## src/rtl/pkt_reg_if.sv

```systemverilog
// pkt_reg_if: packet-load and byte-stream signals between the receiver, SPI side and pkt_reg
interface pkt_reg_if #(
    parameter int PACKET_SIZE = 64
);
    logic [PACKET_SIZE-1:0] din;
    logic                   pkt_rec;
    logic                   en;
    logic                   SPI_en;
    logic [7:0]             dout;
    modport master (output din, pkt_rec, en, SPI_en, input dout);
    modport slave  (input din, pkt_rec, en, SPI_en, output dout);
endinterface

```

## src/rtl/pkt_reg.sv

```systemverilog
// pkt_reg: holds a received packet and streams it out one byte at a time, MSB byte first
module pkt_reg #(
    parameter int PACKET_SIZE = 64,
    parameter int BYTE_W      = 8
) (
    input logic       clk,
    input logic       rst,
    pkt_reg_if.slave  bus
);
    localparam int NBYTES = PACKET_SIZE / BYTE_W;
    localparam int CW     = $clog2(NBYTES + 1);

    logic [PACKET_SIZE-1:0] pkt_q;
    logic [CW-1:0]          cnt;
    logic                   adv;

    assign adv      = bus.en && bus.SPI_en && (cnt != '0);
    assign bus.dout = pkt_q[PACKET_SIZE-1 -: 8];

    // reset clears, a load beats a shift, a shift only happens while bytes remain
    always_ff @(posedge clk) begin
        if (rst) begin
            pkt_q <= '0;
            cnt   <= '0;
        end else if (bus.pkt_rec) begin
            pkt_q <= bus.din;
            cnt   <= CW'(NBYTES);
        end else if (adv) begin
            pkt_q <= {pkt_q[PACKET_SIZE-9:0], 8'h00};
            cnt   <= cnt - 1'b1;
        end
    end
endmodule

```

## src/flat_wrapper.sv

```systemverilog
// flat-port wrapper written by rule: the top's interface ports become plain ports
module pkt_reg_flat 
#(
    parameter int PACKET_SIZE = 64,
    parameter int BYTE_W      = 8
)
  (clk, rst, bus_din, bus_pkt_rec, bus_en, bus_SPI_en, bus_dout);
  pkt_reg_if #(.PACKET_SIZE(PACKET_SIZE)) bus_i ();
  input logic clk;
  input logic rst;
  input wire logic [$bits(bus_i.din)-1:0] bus_din;
  input wire logic [$bits(bus_i.pkt_rec)-1:0] bus_pkt_rec;
  input wire logic [$bits(bus_i.en)-1:0] bus_en;
  input wire logic [$bits(bus_i.SPI_en)-1:0] bus_SPI_en;
  output wire logic [$bits(bus_i.dout)-1:0] bus_dout;
  assign bus_i.din = bus_din;
  assign bus_i.pkt_rec = bus_pkt_rec;
  assign bus_i.en = bus_en;
  assign bus_i.SPI_en = bus_SPI_en;
  assign bus_dout = bus_i.dout;
  pkt_reg #(.PACKET_SIZE(PACKET_SIZE), .BYTE_W(BYTE_W)) u_core (.clk(clk), .rst(rst), .bus(bus_i));
endmodule
```

## config.mk

```make
export PLATFORM = sky130hd
export DESIGN_NAME = pkt_reg_flat
export DESIGN_NICKNAME = d
export VERILOG_FILES = /design/src/rtl/pkt_reg_if.sv /design/src/rtl/pkt_reg.sv /design/src/flat_wrapper.sv
export SDC_FILE = /design/constraint.sdc
export NUM_CORES = 1
export LEC_CHECK = 0
export BUFFER_PORTS_ARGS = -buffer_cell sky130_fd_sc_hd__buf_2
export CORE_MARGIN = 3
export CORE_UTILIZATION = 35
export CTS_BUF_LIST = sky130_fd_sc_hd__clkbuf_8
export DETAILED_ROUTE_END_ITERATION = 6
export GPL_ROUTABILITY_DRIVEN = 0
export PLACE_DENSITY_LB_ADDON = 0.25
export SETUP_SLACK_MARGIN = 0.5
export SLEW_MARGIN = 0
export SYNTH_ARGS = -nofsm -noshare
export SYNTH_HDL_FRONTEND = slang
export SYNTH_SLANG_ARGS = --single-unit
```

## constraint.sdc

```tcl
create_clock -name clk -period 2.35 [get_ports clk]
set_input_delay 0.235 -clock clk [delete_from_list [all_inputs] [get_ports clk]]
set_output_delay 0.235 -clock clk [all_outputs]
set_load 0.1 [all_outputs]
```

==> run_results.csv <==
group,metric,value,unit
setup_path,ff2ff_path_depth,6,
logic_synthesis,synth-async-reset-ratio,0,%
global_routing,grt_pass1_wl,14400,µm
setup_path,crit_fanout,20,
global_routing,grt_max_degree,68,
power,power.internal,0.00179,W
global_routing,grt.met2_usage,26.3,%
placed_design,port_buffers,76,
floorplanning,core,8890,µm²
logic_synthesis,synth_seq_cells,68,
sta,slew_headroom,59.0,%
cts,postCtsSetupRepairBufs,0,
sta,max_freq,588,MHz
sta,hold_violations,0,
sta,finalCriticalPeriod,1700,ps
outcome,status,"finished clean",
layout,multi_input_area,1400,µm²
layout,drive_gt1_share,24.1,%
sta,setup_viol,0,
cts,cts_inserted_buffers,9,
drt,post_drt_wl_per_cell,16.1,µm
cts,cts_root_buffer,"clkbuf_8",
job,cap_violations,0,
logic_synthesis,syn_avg_cell_area,8.22,µm²
floorplanning,fp.dieArea,10500,µm²
global_routing,grt_overflow,0,
power,leakage,1.62,nW
cts,path_clk_slew,70,ps
global_routing,grt_use_met1,23.9,%
cts,htree_levels,3,
sta,hold_ws,135,ps
cts,cts_tree,"done",
min_path,hold-path-endpoint,"u_core.pkt_q[1]",
floorplanning,initial_utilization,36.6,%
setup_path,regToRegStartpoint,"u_core.cnt[0]",
setup_path,critPathRequiredTime,2560,ps
logic_synthesis,synth_cells,396,
cts,worstSkewPairLatency,340,ps
power,power_frac_comb,19.1,%
cts,clock_path_buffers,2,
min_path,whs_path_depth,3,
power,p_switching,0.000776,W
sta,rsz0062_at_grt,"false",
logic_synthesis,synth_flop_cell,"dfxtp_1",
floorplanning,num_rows,34,
logic_synthesis,synth_edf_count,0,
drt,post_drt_via_cell_ratio,5.73,
logic_synthesis,synth_seq_area_share,41.8,%
sta,fin_crit_sh,72.3,%
floorplanning,dieHeight,102,µm
logic_synthesis,syn_area,3260,µm²
floorplanning,die_x,102,µm
drt,vias,3132,
drt,routed_wl,8790,µm
power,power.density,677,nW/µm²
layout,post-route-util,42.7,%
cts,clock_sink_count,68,
layout,fillerInstances,908,
power,sequentialPowerShare,49.6,%
sta,finalMaxSlewViolations,0,
sta,fin_setup_tns,0,ps
power,ir_drop,0.296,mV
setup_path,r2r_end,"u_core.pkt_q[13]",
global_routing,grt_pass1_vias,2923,
global_routing,top_usage_layer,"met2",
min_path,hp-start,"bus_din[1]",
logic_synthesis,yosysWarningCount,0,
drt,route.detailed.drc,0,
layout,antenna_cells,0,
logic_synthesis,yosys.cell_types.count,27,
global_routing,antenna_found_initial,0,
power,pwr-share-clk,31.3,%
sta,worstMarginPinSlew,615,ps
setup_path,crit_path_end_kind,"flip-flop",
floorplanning,ios,77,
sta,clock_skew,9.21,ps
setup_path,path_class,"flip-flop to flip-flop",
drt,drt-initial-drc-count,286,
global_routing,grt_util_all_layers,17.2,%
layout,layout.area.seq,1360,µm²
power,swShare,30.2,%
global_routing,groute.layer.met3.usage,4.85,%
setup_path,start_kind,"flip-flop",
setup_path,r2r_slack,650,ps
drt,drt-pass1-iter-count,4,
layout,areaGrowthSynthToFinish,16.5,%
layout,final_cell_mix,"buf_2 (75), dfxtp_1 (68), inv_1 (59), a31oi_1 (57), a221oi_1 (56)",
placed_design,hpwl,5490,µm
drt,ant_nets,0,
logic_synthesis,syn-num-nets,466,
layout,nNetsFinal,506,
min_path,hp-class,"primary input to flip-flop",
layout,final_common_cell,"buf_2",
cts,holdBufCountCts,0,
setup_path,arrival,1910,ps
==> state kept, by name (all words and copies together), names as in the netlist <==
| signal | cells |
|---|---|
| u_core.cnt | 4 |
| u_core.pkt_q | 64 |
==> how the worst max path moves through the flow <==
| stage | startpoint | depth (start not counted) | endpoint |
|---|---|---|---|
| 4_1_cts | u_core.cnt[0] | 6 | u_core.pkt_q[12] |
| 3_3_place_gp | u_core.cnt[0] | 6 | u_core.pkt_q[60] |
| 3_5_place_dp | u_core.cnt[0] | 6 | u_core.pkt_q[60] |
| 6_report | u_core.cnt[0] | 6 | u_core.pkt_q[13] |
| 2_1_floorplan | u_core.cnt[0] | 8 | u_core.pkt_q[21] |
| 5_1_grt | u_core.cnt[0] | 6 | u_core.pkt_q[18] |
==> final cells by class <==
class | count | area share [%]
multi-input cells | 211 | 36.8
flip-flops and latches | 68 | 35.9
repair buffers | 87 | 13.8
inverters | 59 | 5.84
clock buffers | 10 | 3.63
well taps | 108 | 3.56
clock inverters | 4 | 0.495
==> through the flow <==
stage	total power (W)	cells	worst slack (ps)	cell area [µm²]
final	0.00257	547	650	3790
after global routing	0.00271	547	530	3790
after CTS	0.00259	547	528	3770
after detailed placement	0.00178	533	486	3610
after global placement	0.00177	533	557	3610
after floorplan	0.00165	396	714	3260
==> timing repair <==
action | 4_1_cts | 5_1_grt
endpoints found under the setup margin | 3 | 43
cloned | 0 | 0
gates resized for setup | 1 | 6
==> critical path: stages (launching register included) <==
cell,delay [ps]
dfxtp_1,330
inv_1,90
ha_2,210
or3b_4,420
buf_6,180
a31oi_1,230
a221oi_1,110
==> Yosys cell counts (2+ instances only) <==
library cell / n / area [µm²]
dfxtp_1: 68 / 1360
inv_1: 58 / 218
a31oi_1: 57 / 357
a221oi_1: 56 / 490
o21ai_0: 45 / 225
clkbuf_1: 32 / 120
o21ai_1: 12 / 60.1
buf_2: 11 / 55.1
buf_4: 10 / 75.1
a21oi_1: 9 / 45.0
nand2_1: 9 / 33.8
o211ai_1: 8 / 60.1
buf_6: 3 / 33.8
buf_1: 2 / 7.51
nand3_1: 2 / 10.0
nor2_1: 2 / 7.51
nor3_1: 2 / 10.0
==> power by group through the flow <==
stage	Combinational, W	Sequential, W	Clock (W)
floorplan	0.000366	0.00129	0
detailed placement	0.000482	0.00130	0
global route	0.000543	0.00128	0.000885
global placement	0.000477	0.00130	0
CTS	0.000485	0.00127	0.000833
finish	0.000492	0.00127	0.000804
==> metal layers <==
| metal | vias up | wire length (µm) |
|---|---|---|
| met5 | - | 0 |
| met3 | 4 | 504 |
| met2 | 91 | 4320 |
| met4 | 0 | 50 |
| met1 | 1492 | 3910 |
| li1 | 1545 | - |
==> cell families after synthesis <==
| family | count (synthesis) | synth area share, % |
|---|---|---|
| buffers and inverters | 117 | 15.8 |
| AOI/OAI and AO/OA | 191 | 39.0 |
| and+or+nand+nor | 18 | 2.73 |
| xor gates and xnor gates | 1 | 0.269 |
| adders and majority gates | 1 | 0.384 |
| DFF | 68 | 41.8 |
Note: power is estimated with default switching activity, not from simulation.
